==> src/rtl/jpeg_sched_pkg.sv <==
// Shared types and encodings for the JPEG MCU scheduler.
// The MARKER state exists only when JPEG_SCHED_RESTART_EN is defined.
package jpeg_sched_pkg;

    typedef enum logic [2:0] {
        ST_IDLE      = 3'd0,
        ST_WAIT_MCU  = 3'd1,
        ST_ISSUE     = 3'd2,
        ST_RUN       = 3'd3,
        ST_NEXT      = 3'd4,
`ifdef JPEG_SCHED_RESTART_EN
        ST_MARKER    = 3'd5,
`endif
        ST_FRAME_END = 3'd6
    } sched_state_e;

    localparam logic [1:0] COMP_Y  = 2'd0;
    localparam logic [1:0] COMP_CB = 2'd1;
    localparam logic [1:0] COMP_CR = 2'd2;

    localparam logic QTAB_LUMA   = 1'b0;
    localparam logic QTAB_CHROMA = 1'b1;

    // Last block of the MCU is Cr, the one before it Cb, everything earlier Y.
    function automatic logic [1:0] comp_of(input logic [2:0] blk, input logic [2:0] last_blk);
        if (blk == last_blk) begin
            return COMP_CR;
        end else if (blk == last_blk - 3'd1) begin
            return COMP_CB;
        end
        return COMP_Y;
    endfunction

endpackage

==> src/rtl/jpeg_rst_counter.sv <==
// Restart-interval bookkeeping: MCUs since last marker, due flag, RSTn index.
// Instantiated by jpeg_mcu_scheduler only under JPEG_SCHED_RESTART_EN.
module jpeg_rst_counter #(
    parameter int unsigned CNT_W = 16
) (
    input  logic             i_clk,
    input  logic             i_rst,
    input  logic             i_clr,
    input  logic             i_inc,
    input  logic             i_ack,
    input  logic [CNT_W-1:0] i_interval,
    output logic             o_due_c,
    output logic [2:0]       o_idx
);

    logic [CNT_W-1:0] r_cnt;
    logic [2:0]       r_idx;

    // Counter includes the MCU currently in flight, since it counts on accept.
    always_ff @(posedge i_clk) begin
        if (i_rst || i_clr) begin
            r_cnt <= '0;
            r_idx <= '0;
        end else if (i_ack) begin
            r_cnt <= '0;
            r_idx <= r_idx + 3'd1;
        end else if (i_inc) begin
            r_cnt <= r_cnt + CNT_W'(1);
        end
    end

    assign o_due_c = (i_interval != '0) && (r_cnt == i_interval);
    assign o_idx   = r_idx;

endmodule

==> src/rtl/jpeg_mcu_scheduler.sv <==
// Issues one datapath start per 8x8 block of each MCU and counts MCUs per frame.
// Restart-marker support is compiled in with JPEG_SCHED_RESTART_EN.
module jpeg_mcu_scheduler
    import jpeg_sched_pkg::*;
#(
    parameter int unsigned MCU_BLOCKS = 6,
    parameter int unsigned MCU_CNT_W  = 16
) (
    input  logic                 i_clk,
    input  logic                 i_rst,
    input  logic                 i_frame_start,
    input  logic [MCU_CNT_W-1:0] i_frame_mcus,
    input  logic                 i_mcu_valid,
    output logic                 o_mcu_ready,
    input  logic                 i_ent_ready,
    output logic                 o_dp_start,
    output logic [2:0]           o_dp_blk_idx,
    output logic [1:0]           o_dp_comp,
    output logic                 o_dp_qtab_sel,
    input  logic                 i_dp_done,
    output logic                 o_dc_pred_clr,
    output logic                 o_frame_done,
    output logic                 o_busy
`ifdef JPEG_SCHED_RESTART_EN
    ,
    input  logic [MCU_CNT_W-1:0] i_rst_interval,
    output logic                 o_rst_marker_req,
    input  logic                 i_rst_marker_ack,
    output logic [2:0]           o_rst_marker_idx
`endif
);

    localparam logic [2:0] LAST_BLK = 3'(MCU_BLOCKS - 1);

    sched_state_e         r_state;
    sched_state_e         w_state_nxt;
    logic [MCU_CNT_W-1:0] r_mcu_cnt;
    logic [2:0]           r_blk_idx;
    logic [2:0]           w_blk_nxt;
    logic [1:0]           r_comp;
    logic [1:0]           w_comp_nxt;
    logic                 r_qtab;
    logic                 r_dc_clr;
    logic                 w_frame_go;
    logic                 w_mcu_take;
    logic                 w_in_blk;

`ifdef JPEG_SCHED_RESTART_EN
    logic w_rst_due;
    logic w_marker_ack;

    jpeg_rst_counter #(
        .CNT_W (MCU_CNT_W)
    ) u_rst_cnt (
        .i_clk      (i_clk),
        .i_rst      (i_rst),
        .i_clr      (w_frame_go),
        .i_inc      (w_mcu_take),
        .i_ack      (w_marker_ack),
        .i_interval (i_rst_interval),
        .o_due_c    (w_rst_due),
        .o_idx      (o_rst_marker_idx)
    );
`endif

    always_ff @(posedge i_clk) begin
        if (i_rst) begin
            r_state <= ST_IDLE;
        end else begin
            r_state <= w_state_nxt;
        end
    end

    always_comb begin
        w_state_nxt  = r_state;
        w_blk_nxt    = r_blk_idx;
        w_frame_go   = 1'b0;
        w_mcu_take   = 1'b0;
        o_mcu_ready  = 1'b0;
        o_dp_start   = 1'b0;
        o_frame_done = 1'b0;
        o_busy       = (r_state != ST_IDLE);
`ifdef JPEG_SCHED_RESTART_EN
        w_marker_ack     = 1'b0;
        o_rst_marker_req = 1'b0;
`endif
        case (r_state)
            ST_IDLE: begin
                if (i_frame_start) begin
                    w_frame_go  = 1'b1;
                    w_state_nxt = (i_frame_mcus == '0) ? ST_FRAME_END : ST_WAIT_MCU;
                end
            end
            ST_WAIT_MCU: begin
                o_mcu_ready = 1'b1;
                if (i_mcu_valid) begin
                    w_mcu_take  = 1'b1;
                    w_blk_nxt   = 3'd0;
                    w_state_nxt = ST_ISSUE;
                end
            end
            ST_ISSUE: begin
                o_dp_start = i_ent_ready;
                if (i_ent_ready) begin
                    w_state_nxt = ST_RUN;
                end
            end
            ST_RUN: begin
                if (i_dp_done) begin
                    if (r_blk_idx == LAST_BLK) begin
                        w_state_nxt = ST_NEXT;
                    end else begin
                        w_blk_nxt   = r_blk_idx + 3'd1;
                        w_state_nxt = ST_ISSUE;
                    end
                end
            end
            ST_NEXT: begin
                // Counter still holds the pre-decrement value here.
                if (r_mcu_cnt <= MCU_CNT_W'(1)) begin
                    w_state_nxt = ST_FRAME_END;
`ifdef JPEG_SCHED_RESTART_EN
                end else if (w_rst_due) begin
                    w_state_nxt = ST_MARKER;
`endif
                end else begin
                    w_state_nxt = ST_WAIT_MCU;
                end
            end
`ifdef JPEG_SCHED_RESTART_EN
            ST_MARKER: begin
                o_rst_marker_req = 1'b1;
                if (i_rst_marker_ack) begin
                    w_marker_ack = 1'b1;
                    w_state_nxt  = ST_WAIT_MCU;
                end
            end
`endif
            ST_FRAME_END: begin
                o_frame_done = 1'b1;
                w_state_nxt  = ST_IDLE;
            end
            default: begin
                w_state_nxt = ST_IDLE;
            end
        endcase
    end

    assign w_in_blk   = (w_state_nxt == ST_ISSUE) || (w_state_nxt == ST_RUN);
    assign w_comp_nxt = comp_of(w_blk_nxt, LAST_BLK);

    // Block selects are loaded on entry to ISSUE and zeroed whenever the block is not active.
    always_ff @(posedge i_clk) begin
        if (i_rst) begin
            r_mcu_cnt <= '0;
            r_blk_idx <= '0;
            r_comp    <= COMP_Y;
            r_qtab    <= QTAB_LUMA;
            r_dc_clr  <= 1'b0;
        end else begin
            if (w_frame_go) begin
                r_mcu_cnt <= i_frame_mcus;
            end else if ((r_state == ST_NEXT) && (r_mcu_cnt != '0)) begin
                r_mcu_cnt <= r_mcu_cnt - MCU_CNT_W'(1);
            end
`ifdef JPEG_SCHED_RESTART_EN
            r_dc_clr <= w_frame_go | w_marker_ack;
`else
            r_dc_clr <= w_frame_go;
`endif
            if (w_in_blk) begin
                r_blk_idx <= w_blk_nxt;
                r_comp    <= w_comp_nxt;
                r_qtab    <= (w_comp_nxt != COMP_Y) ? QTAB_CHROMA : QTAB_LUMA;
            end else begin
                r_blk_idx <= '0;
                r_comp    <= COMP_Y;
                r_qtab    <= QTAB_LUMA;
            end
        end
    end

    assign o_dp_blk_idx  = r_blk_idx;
    assign o_dp_comp     = r_comp;
    assign o_dp_qtab_sel = r_qtab;
    assign o_dc_pred_clr = r_dc_clr;

endmodule

==> config.mk <==
export PLATFORM = sky130hd
export DESIGN_NAME = jpeg_mcu_scheduler
export DESIGN_NICKNAME = d
export VERILOG_FILES = /design/src/rtl/jpeg_sched_pkg.sv /design/src/rtl/jpeg_rst_counter.sv /design/src/rtl/jpeg_mcu_scheduler.sv
export SDC_FILE = /design/constraint.sdc
export NUM_CORES = 1
export LEC_CHECK = 0
export BUFFER_PORTS_ARGS = -buffer_cell sky130_fd_sc_hd__buf_2
export CAP_MARGIN = 10
export CORE_MARGIN = 2
export CORE_UTILIZATION = 58
export DETAILED_ROUTE_END_ITERATION = 16
export GPL_ROUTABILITY_DRIVEN = 0
export GPL_TIMING_DRIVEN = 0
export PLACE_DENSITY = 0.89
export SKIP_LAST_GASP = 1
export SLEW_MARGIN = 15
export SYNTH_ARGS = -nofsm -noshare
export SYNTH_HDL_FRONTEND = slang
export SYNTH_SLANG_ARGS = --single-unit
==> constraint.sdc <==
create_clock -name i_clk -period 4.58 [get_ports i_clk]
set_input_delay 1.145 -clock i_clk [delete_from_list [all_inputs] [get_ports i_clk]]
set_output_delay 1.145 -clock i_clk [all_outputs]
set_load 0.05 [all_outputs]
# Word level (Yosys, flattened, before mapping)
# Index checks and enable logic that the tools add are counted.
dict set report classes {
  addsub 2
  magnitude_cmp 1
  eq_ne 10
  n_mux 25
  bitwise_logic 1
  reduce_logical 9
}
# op n
set ops {}
lappend ops {{$mux W16} 2}
lappend ops {{$mux W3} 10}
lappend ops {{$le A16 B1 Y1 const B} 1}
lappend ops {{$logic_not A16 Y1} 1}
lappend ops {{$reduce_bool A16 Y1} 1}
lappend ops {{$sub A16 B1 Y16 const B} 1}
lappend ops {{$eq A3 B3 Y1 const B} 5}
lappend ops {{$pmux W3 S5} 1}
lappend ops {{$eq A3 B2 Y1 const B} 4}
lappend ops {{$mux W1} 8}
lappend ops {{$mux W2} 3}
lappend ops {{$pmux W3 S2} 1}
lappend ops {{$reduce_bool A2 Y1} 2}
lappend ops {{$add A3 B1 Y3 const B} 1}
lappend ops {{$eq A3 B1 Y1 const B} 1}
lappend ops {{$logic_not A3 Y1} 1}
lappend ops {{$reduce_bool A3 Y1} 1}
lappend ops {{$reduce_or A2 Y1} 1}
lappend ops {{$logic_and A1 B1 Y1} 1}
lappend ops {{$logic_or A1 B1 Y1} 1}
lappend ops {{$not A1 Y1} 1}
dict set report word_totals {
  ff_bits 26
  in_bits 22
  output_inout_bits 11
  word_cells 54
}

# Longest topological paths before layout
dict set report depth {
  ltp_word 10
  depth_mapped 7
  ltp_nobuf 7
}

# Worst setup path after synthesis
# Ideal clock, no wire load.
dict set report synth_timing {
  kind {input -> output}
  start {input port i_ent_ready}
  end {output port o_dp_start}
  arrival_ns 2.678
  required_ns 3.435
  path_slack_ns 0.757
  cell_stages 1
  path_buffers 0
  cell_sequence {nor4bb_1}
}
dict set report synth_via {
  elab_chain_len 1
}
# item line
set synth_lines {}
lappend synth_lines {{start: declaration} jpeg_mcu_scheduler.sv:15} ;# input logic i_ent_ready,
lappend synth_lines {{$mux W1} jpeg_mcu_scheduler.sv:87} ;# case (r_state)
lappend synth_lines {{end: declaration} jpeg_mcu_scheduler.sv:16} ;# output logic o_dp_start,
# Every way passes these cells.

# Final worst setup path
# Ends and elaborated chain as after synthesis.

==> flow_summary.toml <==
[timing]
min_period_over_period_pct = 66.1
worst_rel_slew_slack_pct = 62.3
finalHoldViolations = 0
setup-tns-final_ns = 0
finalCriticalPeriod_ns = 3.03
final_max_slew_viol_count = 0
rsz0062_at_grt = "false"
timing.final.setup_violations = 0
worst_slew_pin_slew_ns = 0.560
setup_skew_after_layout_ns = 0.0112
max_freq_mhz = 330

[setup_path]
cp.required_ns = 3.43
cp_capture_type = "output pin"
worst-path-max-fanout = 2
worstSetupStartpointType = "input port"
crit-reg2reg-launch = "r_mcu_cnt[4]"
setup.worst_path.class = "in -> out"
worstSetupStartpoint = "i_ent_ready"
worst-r2r-setup-slack_ns = 2.53
cp.arrival_ns = 1.88

[die]
floorplan.core_area_sq_um = 2500
die_x_um = 55.4
start_util_pct = 61.3
die_area_sq_um = 3070
pin_count = 33
chipHeight_um = 55.4
standard_cell_row_count = 18

[yosys]
postSynthRegisterBits = 26
yosys_warnings = 0
post_synth_instance_area_sq_um = 1530
postSynthCellCount = 184
synth_seq_area_share_pct = 34.0
post_synth_num_cell_types = 49
mappedNetlistNets = 211
synth_edf_count = 0
synth-main-ff-cell = "sky130_fd_sc_hd__dfxtp_1"
asr_flop_ratio_synth_pct = 0
post_synth.cell_area_avg_sq_um = 8.32

[outcome]
run_status = "complete, no violations"

[finish]
finalCoreUtilization_pct = 70.6
drive_above_1_share_pct = 22.7
final_common_cell = "sky130_fd_sc_hd__buf_2"
antenna_cells = 0
area.growth.synth_to_final_pct = 15.3
nFillCells = 210
final_cell_mix = "sky130_fd_sc_hd__buf_2 (34), sky130_fd_sc_hd__dfxtp_1 (26), sky130_fd_sc_hd__nand2_1 (19)"
design.final.nets = 248

[global_route]
maximum_number_of_pins_on_one_net_before_global_route_repair = 15
grtUsageTotal_pct = 26.3
grt_pass1_wl_um = 6610
grt_antenna_before_repair = 0
total_overflow_reported_by_the_global_router = 0
vias_in_the_first_global_route = 1407

[route]
drt_iter0_markers = 117
routed-via-count = 1652
route.antenna.remaining_nets = 0
pre_antenna_drt_iters = 5
avgViaCountPerCell = 6.61
route.final.wire_length_um = 3990
wl_per_cell_um = 16.0
drc = 0

[power_and_ir_drop]
cell_leakage_power_nw = 0.720
peakVddDrop_mv = 0.248
powerDensity_nw_per_um2 = 287

[clock_tree]
cts_hold_buffers = 0
cts_tree = "built"
root_buffer_selected_by_cts = "sky130_fd_sc_hd__clkbuf_4"
worstSkewPairLatency_ns = 0.33
postCtsSetupRepairBufs = 0
cts.clk_slew.worst_paths_ns = 0.13
clk_path_buf_depth = 2
cts-buffers-inserted = 3
cts-resized-gates = 0
htree_levels = 1
tritoncts_num_sinks = 26

[placed_design]
hpwlAfterDp_um = 3050
io_buffer_count = 32

[worst_hold_path]
min-delay-start = "r_mcu_cnt[1]"
worstHoldPathType = "reg -> reg"

[run]
timing.max_cap.violations = 0
[final cells by class]
| type | instances | area (sq um) | area share [%] |
|---|---|---|---|
| Multi-Input combinational cell | 144 | 936 | 53.0 |
| Buffer | 8 | 52.6 | 2.98 |
| Sequential cell | 26 | 520 | 29.5 |
| Inverter | 6 | 22.5 | 1.28 |
| Tap cell | 30 | 37.5 | 2.13 |
| Clock buffer | 4 | 36.3 | 2.06 |
| Timing Repair Buffer | 32 | 160 | 9.07 |
[cell families (layout without fill, tap and decap cells)]
group           Yosys count  in the layout  share of synthesized area (%)
mux                       2              2                           1.63
buf+inv                  14             50                           4.90
compound gates           51             51                           23.4
flops                    26             26                           34.0
fa+ha+maj                 5              5                           4.08
xor+xnor                  1              1                          0.572
simple gates             85             85                           31.4
[synth_stat cells, types with 2 or more instances]
| cell | instances | area share (%) |
|---|---|---|
| sky130_fd_sc_hd__buf_2 | 2 | 0.65 |
| sky130_fd_sc_hd__nor3b_1 | 2 | 0.98 |
| sky130_fd_sc_hd__a21oi_1 | 12 | 3.9 |
| sky130_fd_sc_hd__nor3_1 | 5 | 1.6 |
| sky130_fd_sc_hd__ha_1 | 5 | 4.1 |
| sky130_fd_sc_hd__nand3_1 | 13 | 4.2 |
| sky130_fd_sc_hd__o2111ai_1 | 2 | 1.1 |
| sky130_fd_sc_hd__o22a_1 | 2 | 1.1 |
| sky130_fd_sc_hd__a31oi_1 | 9 | 3.7 |
| sky130_fd_sc_hd__nand4_1 | 2 | 0.82 |
| sky130_fd_sc_hd__and3_1 | 4 | 1.6 |
| sky130_fd_sc_hd__a2bb2oi_1 | 3 | 1.7 |
| sky130_fd_sc_hd__o311ai_0 | 4 | 2.3 |
| sky130_fd_sc_hd__nor4_1 | 7 | 2.9 |
| sky130_fd_sc_hd__and3b_1 | 2 | 1.1 |
| sky130_fd_sc_hd__dfxtp_1 | 26 | 34 |
| sky130_fd_sc_hd__inv_1 | 6 | 1.5 |
| sky130_fd_sc_hd__clkbuf_8 | 2 | 1.8 |
| sky130_fd_sc_hd__o21ai_0 | 3 | 0.98 |
| sky130_fd_sc_hd__nor2_1 | 12 | 2.9 |
| sky130_fd_sc_hd__and2_1 | 2 | 0.82 |
| sky130_fd_sc_hd__a211oi_1 | 3 | 1.5 |
| sky130_fd_sc_hd__or3_1 | 3 | 1.2 |
| sky130_fd_sc_hd__nand2b_1 | 2 | 0.82 |
| sky130_fd_sc_hd__o211ai_1 | 6 | 2.9 |
| sky130_fd_sc_hd__clkbuf_1 | 4 | 0.98 |
| sky130_fd_sc_hd__nand2_1 | 19 | 4.7 |
[metrics by stage]
stage	hold slack, ns	total power (W)	instance area (sq um)	setup slack [ns]	cells
2_1_floorplan	0.453	0.000351	1530	0.757	184
3_3_place_gp	0.471	0.000384	1730	1.68	246
3_5_place_dp	0.486	0.000391	1730	1.58	246
4_1_cts	0.505	0.000505	1770	1.57	250
5_1_grt	0.547	0.000528	1770	1.57	250
6_report	0.500	0.000507	1770	1.55	250
[final timing paths]
check,endpoint,cells past startpoint
max,o_dp_start,3
min,r_mcu_cnt[1],2
max reg2reg,r_mcu_cnt[15],5
min reg2reg,r_mcu_cnt[1],2
[critical path: stages]
cell and delay, ns:
sky130_fd_sc_hd__buf_2 0.09, sky130_fd_sc_hd__nor4bb_1 0.31, sky130_fd_sc_hd__buf_2 0.34
[routing by layer]
metal	track usage, %	up-vias	routed length [um]
met2	43.5	86	1890
li1	-	778	-
met1	35.9	777	1680
met3	2.58	11	356
met4	8.71	0	63
met5	0	-	0
[power breakdown]
group | leakage [nW] | switching (W) | internal [W] | total [W]
combinational | 0.486 | 0.0000833 | 0.0000524 | 0.000136
clock | 0.0210 | 0.0000686 | 0.0000487 | 0.000117
sequential | 0.213 | 0.0000147 | 0.000239 | 0.000254
[state kept, by name, indices dropped and copies added, names as in the netlist]
signal and count:
r_mcu_cnt 16, o_dp_comp 2, r_state 3, o_dp_blk_idx 3, o_dp_qtab_sel 1, o_dc_pred_clr 1
No activity file was read; power rests on OpenSTA's default activity.
